`config.mk`:
```
export PLATFORM = sky130hd
export DESIGN_NAME = monkey_anim_ctrl
export DESIGN_NICKNAME = d
export VERILOG_FILES = /design/src/rtl/monkey_anim_ctrl.sv
export SDC_FILE = /design/constraint.sdc
export NUM_CORES = 1
export LEC_CHECK = 0
export BUFFER_PORTS_ARGS = -buffer_cell sky130_fd_sc_hd__buf_2
export CORE_ASPECT_RATIO = 1.1
export CORE_UTILIZATION = 44
export CTS_BUF_LIST = sky130_fd_sc_hd__clkbuf_16
export DETAILED_ROUTE_END_ITERATION = 6
export SYNTH_ARGS = -nofsm -noshare
export SYNTH_HDL_FRONTEND = slang
export SYNTH_SLANG_ARGS = --single-unit
```
`constraint.sdc`:
```
create_clock -name clk -period 5.5 [get_ports clk]
set_input_delay 1.1 -clock clk [delete_from_list [all_inputs] [get_ports clk]]
set_output_delay 1.1 -clock clk [all_outputs]
set_load 0.05 [all_outputs]
```
`src/rtl/monkey_anim_ctrl.sv`:
```
// Frame-synchronous animation sequencer: eye blink FSM, arm wave and frame counter.
// All state advances only on frame_start so the colour datapath never sees a mid-frame change.
module monkey_anim_ctrl #(
    parameter int BLINK_PERIOD   = 120,
    parameter int BLINK_FRAMES   = 6,
    parameter int REFRACT_FRAMES = 2,
    parameter int ARM_MAX        = 30
) (
    input  logic       clk,
    input  logic       rst_n,
    input  logic       frame_start,
    input  logic       cfg_pause,
    input  logic [1:0] cfg_speed,
    input  logic       blink_req,
    output logic       blink,
    output logic       wave_phase,
    output logic [5:0] arm_offset,
    output logic [7:0] frame_cnt,
    output logic       blink_pending
);

    typedef enum logic [1:0] {
        ST_OPEN    = 2'd0,
        ST_CLOSED  = 2'd1,
        ST_REFRACT = 2'd2
    } state_t;

    localparam logic [7:0] OPEN_LAST    = 8'(BLINK_PERIOD - 1);
    localparam logic [7:0] CLOSED_LAST  = 8'(BLINK_FRAMES - 1);
    localparam logic [7:0] REFRACT_LAST = 8'(REFRACT_FRAMES - 1);
    localparam logic [6:0] ARM_MAX7     = 7'(ARM_MAX);
    localparam logic [5:0] ARM_MAX6     = 6'(ARM_MAX);

    state_t     state_q, state_d;
    logic [7:0] timer_q, timer_d;
    logic       blink_q, blink_d;
    logic       phase_q, phase_d;
    logic [5:0] arm_q, arm_d;
    logic [7:0] frame_cnt_q, frame_cnt_d;
    logic       pending_q, pending_d;

    logic       advance;
    logic       enter_closed;
    logic [5:0] step;
    logic [6:0] arm_sum;

    assign advance = frame_start && !cfg_pause;
    assign step    = {4'b0, cfg_speed} + 6'd1;
    assign arm_sum = {1'b0, arm_q} + {1'b0, step};

    // A request coincident with the OPEN->CLOSED edge is consumed by it.
    assign enter_closed = advance && (state_q == ST_OPEN) &&
                          (pending_q || blink_req || timer_q == OPEN_LAST);

    always_comb begin
        state_d     = state_q;
        timer_d     = timer_q;
        phase_d     = phase_q;
        arm_d       = arm_q;
        frame_cnt_d = frame_start ? frame_cnt_q + 8'd1 : frame_cnt_q;
        pending_d   = enter_closed ? 1'b0 : (blink_req ? 1'b1 : pending_q);

        if (advance) begin
            case (state_q)
                ST_OPEN: begin
                    if (enter_closed) begin
                        state_d = ST_CLOSED;
                        timer_d = 8'd0;
                    end else begin
                        timer_d = timer_q + 8'd1;
                    end
                end
                ST_CLOSED: begin
                    if (timer_q == CLOSED_LAST) begin
                        state_d = ST_REFRACT;
                        timer_d = 8'd0;
                    end else begin
                        timer_d = timer_q + 8'd1;
                    end
                end
                ST_REFRACT: begin
                    if (timer_q == REFRACT_LAST) begin
                        state_d = ST_OPEN;
                        timer_d = 8'd0;
                    end else begin
                        timer_d = timer_q + 8'd1;
                    end
                end
                default: begin
                    state_d = ST_OPEN;
                    timer_d = 8'd0;
                end
            endcase

            // Saturate at both ends so the offset never wraps.
            if (!phase_q) begin
                if (arm_sum >= ARM_MAX7) begin
                    arm_d   = ARM_MAX6;
                    phase_d = 1'b1;
                end else begin
                    arm_d = arm_sum[5:0];
                end
            end else begin
                if (arm_q <= step) begin
                    arm_d   = 6'd0;
                    phase_d = 1'b0;
                end else begin
                    arm_d = arm_q - step;
                end
            end
        end

        blink_d = (state_d == ST_CLOSED);
    end

    always_ff @(posedge clk or negedge rst_n) begin
        if (!rst_n) begin
            state_q     <= ST_OPEN;
            timer_q     <= 8'd0;
            blink_q     <= 1'b0;
            phase_q     <= 1'b0;
            arm_q       <= 6'd0;
            frame_cnt_q <= 8'd0;
            pending_q   <= 1'b0;
        end else begin
            state_q     <= state_d;
            timer_q     <= timer_d;
            blink_q     <= blink_d;
            phase_q     <= phase_d;
            arm_q       <= arm_d;
            frame_cnt_q <= frame_cnt_d;
            pending_q   <= pending_d;
        end
    end

    assign blink         = blink_q;
    assign wave_phase    = phase_q;
    assign arm_offset    = arm_q;
    assign frame_cnt     = frame_cnt_q;
    assign blink_pending = pending_q;

endmodule

```
After elaboration in Yosys (flattened, before gate mapping)
Cells that the tools add are included.
W data, S select, Z words.
{ "totals": {"reg_bits": 27, "input_bits": 7, "out_inout_bits": 17, "elab_cells": 45} }
{ "classes": {"reduce_logical": 8, "eq_ne": 6, "mux": 17, "add_sub_neg": 5, "order_cmp": 2} }
{ "ops": {"columns": ["cell", "count"], "rows": [
  ["$mux W8", 3],
  ["$pmux W8 S3", 1],
  ["$mux W6", 3],
  ["$add A8 B1 Y8 const B", 2],
  ["$eq A8 B1 Y1 const B", 1],
  ["$eq A8 B3 Y1 const B", 1],
  ["$eq A8 B7 Y1 const B", 1],
  ["$mux W2", 4],
  ["$add A6 B3 Y7", 1],
  ["$ge A7 B5 Y1 const B", 1],
  ["$le A6 B3 Y1", 1],
  ["$pmux W2 S3", 1],
  ["$sub A6 B3 Y6", 1],
  ["$mux W1", 5],
  ["$eq A2 B1 Y1 const B", 2],
  ["$add A2 B1 Y3 const B", 1],
  ["$logic_and A1 B1 Y1", 3],
  ["$eq A2 B2 Y1 const B", 1],
  ["$logic_not A2 Y1", 1],
  ["$logic_or A1 B1 Y1", 2],
  ["$reduce_bool A2 Y1", 1],
  ["$logic_not A1 Y1", 1]
]} }

Depth between registers and ports, before layout
Gate-level depths: netlist of run 1.
{ "logic_depth": {"depth_word": 8, "mapped_depth": 9, "mapped_depth_nobuf": 9} }

Worst setup path after synthesis of run 1
Ideal clock, no wire load.
{ "synth_timing": {"path_type": "input to register", "startpoint": "input port cfg_speed[0]", "endpoint": "register arm_q[4], in the netlist arm_offset[4]", "path_buffers": 0, "stages": 7, "setup_time_ps": 124, "t_required_ps": 5376, "t_arrival_ps": 2787, "setup_slack_ps": 2589, "cell_sequence": "ha_1 -> ha_1 -> a211oi_1 -> nor2_1 -> a221oi_1 -> nor3_2 -> a211o_1"} }
{ "synth_between": {"elab_chain_len": 5, "elab_cells_between_ends": 8, "cone_classes": "add/sub (3); order compare (2); mux (3)"} }
{ "synth_rtl": {"columns": ["item", "line", "source"], "rows": [
  ["start, declared", "13", "input logic [1:0] cfg_speed,"],
  ["$add A2 B1 Y3 (*)", "48", "assign step = {4'b0, cfg_speed} + 6'd1;"],
  ["$add A6 B3 Y7", "49", "assign arm_sum = {1'b0, arm_q} + {1'b0, step};"],
  ["$ge A7 B5 Y1", "97", "if (arm_sum >= ARM_MAX7) begin"],
  ["$mux W6", "97", null],
  ["$mux W6 (*)", "96", "if (!phase_q) begin"],
  ["end signal, assigned", "130", "arm_q <= arm_d;"],
  ["end, declared", "38", "logic [5:0] arm_q, arm_d;"]
]} }
Every way passes the cells marked *; elsewhere a longest branch is shown, timed or not.
A chain may end at the register's enable or synchronous reset.

Final worst setup path of run 1
{ "layout_timing": {"startpoint": "input port cfg_speed[0]", "endpoint": "register arm_q[3], in the netlist arm_offset[3]"} }
Same word-level chain as after synthesis.

==> out/metrics.yaml, run 1 <==
synth:
  synthArstFlopShare_pct: 100
  synth_warnings: 0
  synth_area_um2: 1780
  postSynthCellCount: 187
  syn_avg_cell_area_um2: 9.54
  ys_ff_latch: 27
  synth_xor_area_share_pct: 4.42
  syn-num-nets: 206
  ys.flop_type: "dfrtp_1"
  synthSimpleGateAreaFrac_pct: 19.8
  synth_adder_area_share_pct: 9.26
  synth_cell_types: 53
  synth_top_family_by_area: "compound AO/OA/AOI/OAI gates"
  synth_edf_count: 0
  synthMuxAreaShare_pct: 1.26
  yosysSeqAreaShare_pct: 37.9
  synth_compound_area_share_pct: 22.6
cells_and_area:
  area_growth_pct: 12.1
  num-nets-final: 223
  num_antenna_cells: 0
  drive_gt1_share_pct: 18.7
  fin_util_pct: 53.0
  layout_common_cells: "dfrtp_1, buf_2, nand2_1"
  final_common_cell: "dfrtp_1"
worst_setup_path:
  startpoint: "cfg_speed[0]"
  crit_type: "in2reg"
  crit_path_end_kind: "register"
  worst-endpoint-required_ps: 5660
  cp_data_arrival_time_ps: 3230
  r2r_start: "arm_offset[0]"
  cp-start-kind: "primary input"
  crit_fanout: 3
clocking:
  cts_resized: 0
  clockBufferDepth: 2
  cts_tree: "yes"
  numCtsBuffers: 3
  cts.sinks: 27
  clockRootBuffer: "clkbuf_16"
  clk_pin_slew_worst_paths_ps: 70
  cts_hold_buffers: 0
  htreeDepth: 1
  insertion_delay_ps: 260
  post_cts_buffers: 0
power_and_ir_drop:
  p_sw_share_pct: 49.7
  p_sw_w: 0.000565
  p_clk_share_pct: 14.9
  ir_drop_v: 0.000199
  power.density_nw_per_um2: 569
  intPower_w: 0.000573
  p_total_w: 0.00114
  pwr-share-comb_pct: 51.7
  p_leak_nw: 0.879
  pwr-share-seq_pct: 33.4
sta:
  hold_viol_final: 0
  rsz0062_at_grt: "false"
  timing.slew.headroom_pct: 39.8
  slew_violations: 0
  finClkSkew_ps: 3.11
  min_period_over_period_pct: 56.0
  setup_violations: 0
  period_minus_slack_ps: 3080
  setup_ws_ps: 2420
  tightest_slew_ps: 901
  finalSetupTns_ps: 0
  max_freq_mhz: 325
drt:
  drt_iter0_markers: 172
  drt-total-wl_um: 3700
  first_pass_iters: 4
  final_antenna_net_count: 0
  viasPerCell: 5.83
  wl_per_cell_um: 14.6
  drc: 0
  vias: 1474
outcome:
  status: "finished, final reports clean"
flow_run:
  maxCapViolCount: 0
grt:
  grt_pass1_vias: 1405
  grt_pass1_wl_um: 6160
  grtUsageTotal_pct: 18.4
  grt_max_degree: 28
  grt_overflow: 0
  antenna_found_initial: 0
die:
  rows: 23
  dieArea_um2: 4310
  initial_core_util_pct: 47.3
  die_y_um: 68.8
  core_um2: 3770
  die_x_um: 62.7
  ioPinCount: 24
placed_design:
  place_congestion: 0.867
  port_buffers: 23
  hpwlAfterDp_um: 2700
  preCtsSetupSlack_ps: 2190
worst_hold_path:
  hold_path_class: "reg2reg"
  min_from: "frame_cnt[7]"
cells by family after synthesis:
kind of cell,count (synthesis)
AOI/OAI and AO/OA,52
xor gates and xnor gates,9
adders and majority gates,12
buffers and inverters,22
DFF,27
muxes,2
and+or+nand+nor,63
cell usage after synthesis (2+ instances only):
cell / n / share of area (%)
nor2_1: 8 / 1.7
inv_1: 11 / 2.3
nand3_1: 4 / 1.1
a21oi_1: 8 / 2.2
fa_1: 2 / 2.2
a211oi_1: 3 / 1.3
xnor2_1: 6 / 2.9
nor3_1: 4 / 1.1
a221o_1: 2 / 1.1
and3_1: 2 / 0.70
o22a_1: 2 / 0.98
clkbuf_1: 7 / 1.5
buf_2: 3 / 0.84
ha_1: 10 / 7.0
xor2_1: 3 / 1.5
a22o_1: 6 / 2.9
o211ai_1: 2 / 0.84
nand4_1: 3 / 1.1
mux2_2: 2 / 1.3
dfrtp_1: 27 / 38
o21ai_0: 8 / 2.2
o31ai_1: 2 / 0.84
a22oi_1: 2 / 0.84
a21o_1: 3 / 1.3
nor2b_1: 8 / 2.8
nand2_1: 18 / 3.8
or3_1: 3 / 1.1
nand3b_1: 3 / 1.3
worst max-delay path, stage by stage:
cell     delay [ps]
buf_2           110
ha_1            330
inv_1            90
fa_1            410
a21oi_1         230
a31oi_1         120
nor4_1          440
o22ai_1         200
a22o_1          210
metal layers:
metal | routed length (um) | GRT usage, % | up-vias
met4 | 100 | 9.30 | 0
met2 | 1810 | 34.4 | 44
met3 | 144 | 2.47 | 15
met1 | 1640 | 21.0 | 705
li1 | - | - | 710
met5 | 0 | 0 | -
worst paths after layout:
path / cells after the start / to / slack (ps)
worst max-delay path: 9 / arm_offset[3] / 2420
worst min-delay path: 1 / frame_cnt[7] / 460
worst max register to register: 9 / arm_offset[3] / 3110
worst min register to register: 1 / frame_cnt[7] / 460
max in group asynchronous: 1 / timer_q[2] / 4250
min in group asynchronous: 1 / arm_offset[5] / 850
power groups by stage:
stage | sequential, W | clock, W | combinational, W
2_1_floorplan | 0.000510 | 0 | 0.000324
3_3_place_gp | 0.000378 | 0 | 0.000578
3_5_place_dp | 0.000382 | 0 | 0.000588
4_1_cts | 0.000379 | 0.000175 | 0.000589
5_1_grt | 0.000395 | 0.000180 | 0.000638
6_report | 0.000380 | 0.000170 | 0.000588
per-stage QoR:
step,hold WS [ps],instance area (um^2),cells
after floorplan,527,1780,187
after global placement,450,1920,249
after detailed placement,460,1920,249
after CTS,471,2000,253
after global routing,482,2000,253
final,462,2000,253
area by class of cell:
class | instances | area, um^2
fillers | 363 | 1770
multi-input cells | 138 | 1020
flip-flops and latches | 27 | 676
repair buffers | 23 | 115
clock buffers | 3 | 75.1
well taps | 50 | 62.6
inverters | 11 | 41.3
clock inverters | 1 | 7.51
sequential cells by signal, indices dropped and copies added (netlist names):
name	flops
frame_cnt	8
timer_q	8
arm_offset	6
state_q	2
blink	1
blink_pending	1
wave_phase	1
Note: power is estimated with default switching activity, not from simulation.
==> run 2, diff against run 1 <==
==> constraint.sdc (replaced) <==
create_clock -name clk -period 3.1 [get_ports clk]
set_input_delay 0.62 -clock clk [delete_from_list [all_inputs] [get_ports clk]]
set_output_delay 0.62 -clock clk [all_outputs]
set_load 0.05 [all_outputs]
==> run 2 against run 1 <==
Clock power up 74%. Sequential share of layout area down 0.13 points. Flip-flop and latch count unchanged. Worst hold slack worse by 84 ps. Combinational power up 77%. Setup slack worse by 1800 ps. Die area unchanged. Via count down 1.9%. Global-route usage up 0.14 points. Routed wire length up 0.30%. Total power up 76%. Clock skew up 3.1 ps.
==> out/metrics.yaml, run 2 (synthesis results as in run 1) <==
clocking:
  clk_pin_slew_worst_paths_ps: 70
  cts.sinks: 27
  cts_tree: "yes"
  cts_hold_buffers: 0
  numCtsBuffers: 3
  clockBufferDepth: 2
  insertion_delay_ps: 260
  cts_resized: 0
  post_cts_buffers: 0
  htreeDepth: 1
  clockRootBuffer: "clkbuf_16"
drt:
  drc: 0
  final_antenna_net_count: 0
  wl_per_cell_um: 14.6
  first_pass_iters: 4
  drt_iter0_markers: 111
  viasPerCell: 5.69
  vias: 1446
  drt-total-wl_um: 3710
worst_setup_path:
  r2r_start: "arm_offset[0]"
  crit_path_top_delay_cell: "fa_1"
  worstRegToRegCells: 9
  crit_type: "in2reg"
  worstPathCellList: "buf_2, ha_1, inv_1, fa_1, a21oi_1, a31oi_1, nor4_1, o21ai_0, o22a_1"
  critical_path.top_delay_family: "adder cells"
  startpoint: "cfg_speed[0]"
  crit_fanout: 3
  cp-start-kind: "primary input"
  crit_path_end_kind: "register"
  cp_data_arrival_time_ps: 2650
  critPathBufInv: 2
  reg2reg_setup_slack_ps: 820
  slowest_delay_ps: 420
  cp_num_cells: 9
  worst-endpoint-required_ps: 3250
die:
  die_x_um: 62.7
  dieArea_um2: 4310
  rows: 23
  ioPinCount: 24
  core_um2: 3770
  initial_core_util_pct: 47.3
  die_y_um: 68.8
cells_and_area:
  area_growth_pct: 12.5
  layout.area.seq_um2: 676
  num_antenna_cells: 0
  final_common_cell: "dfrtp_1"
  drive_gt1_share_pct: 19.1
  stdcell_count: 254
  num-nets-final: 224
  n_fill_cell: 372
  final_cell_area_um2: 2010
  layout_common_cells: "dfrtp_1, buf_2, nand2_1"
  multi_input_area_um2: 1020
power_and_ir_drop:
  p_leak_nw: 0.885
  power.density_nw_per_um2: 999
  ir_drop_v: 0.000379
  p_total_w: 0.00200
worst_hold_path:
  hold_path_class: "in2async"
sta:
  finClkSkew_ps: 6.18
  timing.slew.headroom_pct: 44.5
  slew_violations: 0
  setup_violations: 0
  tightest_slew_ps: 833
  finalSetupTns_ps: 0
  hold_viol_final: 0
  rsz0062_at_grt: "false"
  period_minus_slack_ps: 2500
  max_freq_mhz: 401
  min_period_over_period_pct: 80.5
  setup_ws_ps: 605
placed_design:
  port_buffers: 23
  hpwlAfterDp_um: 2710
  preCtsSetupSlack_ps: 338
  place_congestion: 0.866
  placed_area_um2: 1920
  dp_cells: 250
grt:
  antenna_found_initial: 0
  grt_pass1_wl_um: 6230
  grt_overflow: 0
  grt_max_degree: 28
  grt_pass1_vias: 1416
  grtUsageTotal_pct: 18.5
outcome:
  status: "finished, final reports clean"
flow_run:
  maxCapViolCount: 0
==> run 2: final timing paths <==
path,to
worst max register to register,arm_offset[1]
max in group asynchronous,frame_cnt[1]
worst min-delay path,arm_offset[1]
min in group clk,frame_cnt[5]
worst min register to register,frame_cnt[5]
worst max-delay path,arm_offset[1]
==> run 2: metal layers <==
| metal | routed length [um] | track usage [%] |
|---|---|---|
| met4 | 36 | 6.69 |
| met5 | 0 | 0 |
| met3 | 125 | 2.47 |
| met1 | 1580 | 21.3 |
| met2 | 1970 | 35.7 |
==> run 2: cell type report <==
class	count	area share [%]
sequential	27	33.7
timing repair buffer	24	6.11
tap	50	3.12
multi-input combinational	138	50.9
inverter	11	2.06
clock buffer	3	3.74
clock inverter	1	0.374
==> run 2: through the flow <==
stage,hold slack (ps),utilization [%]
6_report,378,53.2
5_1_grt,420,53.2
4_1_cts,390,53.2
3_5_place_dp,477,51.0
3_3_place_gp,451,51.0
2_1_floorplan,324,-
==> run 2: where the power goes <==
group	total (W)	internal, W	switching (W)
sequential	0.000674	0.000473	0.000201
clock	0.000295	0.000175	0.000120
combinational	0.00104	0.000368	0.000667
==> run 3, diff against run 2 <==
==> constraint.sdc (replaced) <==
create_clock -name clk -period 2.4 [get_ports clk]
set_input_delay 0.48 -clock clk [delete_from_list [all_inputs] [get_ports clk]]
set_output_delay 0.48 -clock clk [all_outputs]
set_load 0.05 [all_outputs]
==> run 3 against run 2 <==
Setup slack worse by 420 ps. Core utilization is 1.8 points higher. Sequential share of layout area is 1.1 points lower. Die area stayed put. Highest routed layer unchanged. Flip-flop and latch count stayed put. Via count is 1.5% higher. Non-clock buffer count is 8 higher. Critical path depth is 1 lower. Clock-buffer cell count stayed put. Clock skew is 4.0 ps lower.
==> out/metrics.yaml, run 3 (synthesis results as in run 1) <==
outcome:
  status: "finished, final reports clean"
clocking:
  clockRootBuffer: "clkbuf_16"
  clk_pin_slew_worst_paths_ps: 60
  numCtsBuffers: 3
  post_cts_buffers: 0
  insertion_delay_ps: 260
  cts.sinks: 27
  htreeDepth: 1
  cts_tree: "yes"
  clockBufferDepth: 2
sta:
  timing.slew.headroom_pct: 59.0
  setup_ws_ps: 185
  max_freq_mhz: 451
  period_minus_slack_ps: 2220
  slew_violations: 0
  min_period_over_period_pct: 92.3
  setup_violations: 0
  rsz0062_at_grt: "false"
  finClkSkew_ps: 2.15
  tightest_slew_ps: 614
  hold_viol_final: 0
worst_setup_path:
  startpoint: "cfg_speed[0]"
  reg2reg_setup_slack_ps: 270
  cp_num_cells: 8
  cp-start-kind: "primary input"
  critical_path.top_delay_family: "compound AO/OA/AOI/OAI gates"
  reg2reg_to: "arm_offset[0]"
  r2r_start: "arm_offset[0]"
  worstRegToRegCells: 6
  crit_path_top_delay_cell: "ha_1"
  crit_type: "in2reg"
  crit_path_end_kind: "register"
  crit_fanout: 5
  critPathBufInv: 1
  slowest_delay_ps: 340
  worstPathCellList: "buf_2, ha_1, ha_1, a211oi_2, nor2_1, a221oi_1, nor3_2, o41ai_1"
  cp_data_arrival_time_ps: 2360
  cp-endpoint: "arm_offset[0]"
  worst-endpoint-required_ps: 2550
  critPathMostFrequentCell: "ha_1"
drt:
  vias: 1467
  wl_per_cell_um: 14.3
  first_pass_iters: 4
  drt_iter0_markers: 102
  viasPerCell: 5.60
  final_antenna_net_count: 0
  drt-total-wl_um: 3750
  drc: 0
die:
  ioPinCount: 24
  dieArea_um2: 4310
  die_y_um: 68.8
  core_um2: 3770
  rows: 23
  die_x_um: 62.7
  initial_core_util_pct: 47.3
placed_design:
  hpwlAfterDp_um: 2740
  preCtsSetupSlack_ps: -178
  place_congestion: 0.885
  port_buffers: 23
worst_hold_path:
  hold_path_class: "in2async"
power_and_ir_drop:
  p_sw_w: 0.00130
  intPower_w: 0.00138
  pwr-share-comb_pct: 53.4
  ir_drop_v: 0.000371
  p_clk_share_pct: 14.2
  p_leak_nw: 0.925
  p_total_w: 0.00268
  pwr-share-seq_pct: 32.5
  power.density_nw_per_um2: 1290
  p_sw_share_pct: 48.5
cells_and_area:
  drive_gt1_share_pct: 23.1
  num_antenna_cells: 0
  fin_util_pct: 55.1
  n_fill_cell: 345
  layout_common_cells: "dfrtp_1, buf_2, nand2_1"
  area_growth_pct: 16.3
  num-nets-final: 232
  final_common_cell: "dfrtp_1"
flow_run:
  maxCapViolCount: 0
grt:
  grt_pass1_vias: 1447
  grt_pass1_wl_um: 6490
  grt_max_degree: 28
  grt_overflow: 0
  grtUsageTotal_pct: 19.2
  antenna_found_initial: 0
-- run 3: changes by cell type in the layout (fill, tap and decap cells not counted) --
cell	delta
a211oi_2	+1
a21oi_1	-1
a211oi_1	-1
buf_4	+8
a21oi_2	+1
-- run 3: cell type report --
type | instances | area (um^2) | share of cell area [%]
tap | 50 | 62.6 | 3.01
timing repair buffer | 32 | 183 | 8.80
multi-input combinational | 138 | 1030 | 49.7
clock buffer | 3 | 75.1 | 3.62
inverter | 11 | 41.3 | 1.99
clock inverter | 1 | 7.51 | 0.362
sequential | 27 | 676 | 32.5
-- run 3: metrics by stage --
stage          hold slack [ps]  area [um^2]  instances  TNS, ps
5_1_grt                    283         2080        262        0
6_report                   229         2080        262        0
3_3_place_gp               450         1980        258     -431
4_1_cts                    258         2070        262        0
2_1_floorplan              184         1780        187        0
3_5_place_dp               461         1980        258     -725
-- run 3: what timing repair did --
item,4_1_cts,5_1_grt
hold buffers,0,0
setup endpoints to repair,0,5
gates resized for setup,0,2
hold endpoints to repair,0,0
-- run 3: worst min-delay path by stage --
stage          depth (start not counted)    startpoint  slack [ps]       endpoint
2_1_floorplan                          0         rst_n         180  arm_offset[0]
5_1_grt                                1         rst_n         280   frame_cnt[5]
3_5_place_dp                           1  frame_cnt[7]         460   frame_cnt[7]
4_1_cts                                1         rst_n         260  arm_offset[3]
3_3_place_gp                           1  frame_cnt[7]         450   frame_cnt[7]
6_report                               1         rst_n         230  arm_offset[1]
-- run 3: power groups by stage --
| stage | registers (W) | logic (W) | clock network (W) |
|---|---|---|---|
| floorplan | 0.00117 | 0.000741 | 0 |
| global placement | 0.000866 | 0.00140 | 0 |
| detailed placement | 0.000874 | 0.00142 | 0 |
| CTS | 0.000867 | 0.00142 | 0.000388 |
| global route | 0.000902 | 0.00156 | 0.000405 |
| finish | 0.000871 | 0.00143 | 0.000380 |
-- run 3: per-layer routing --
metal  track usage, %  vias to the layer above  wire length, um
met5                0                        -                0
met4             7.85                        0               65
met3             3.29                        6              100
met2             35.2                       26             1860
met1             22.6                      712             1730
li1                 -                      723                -
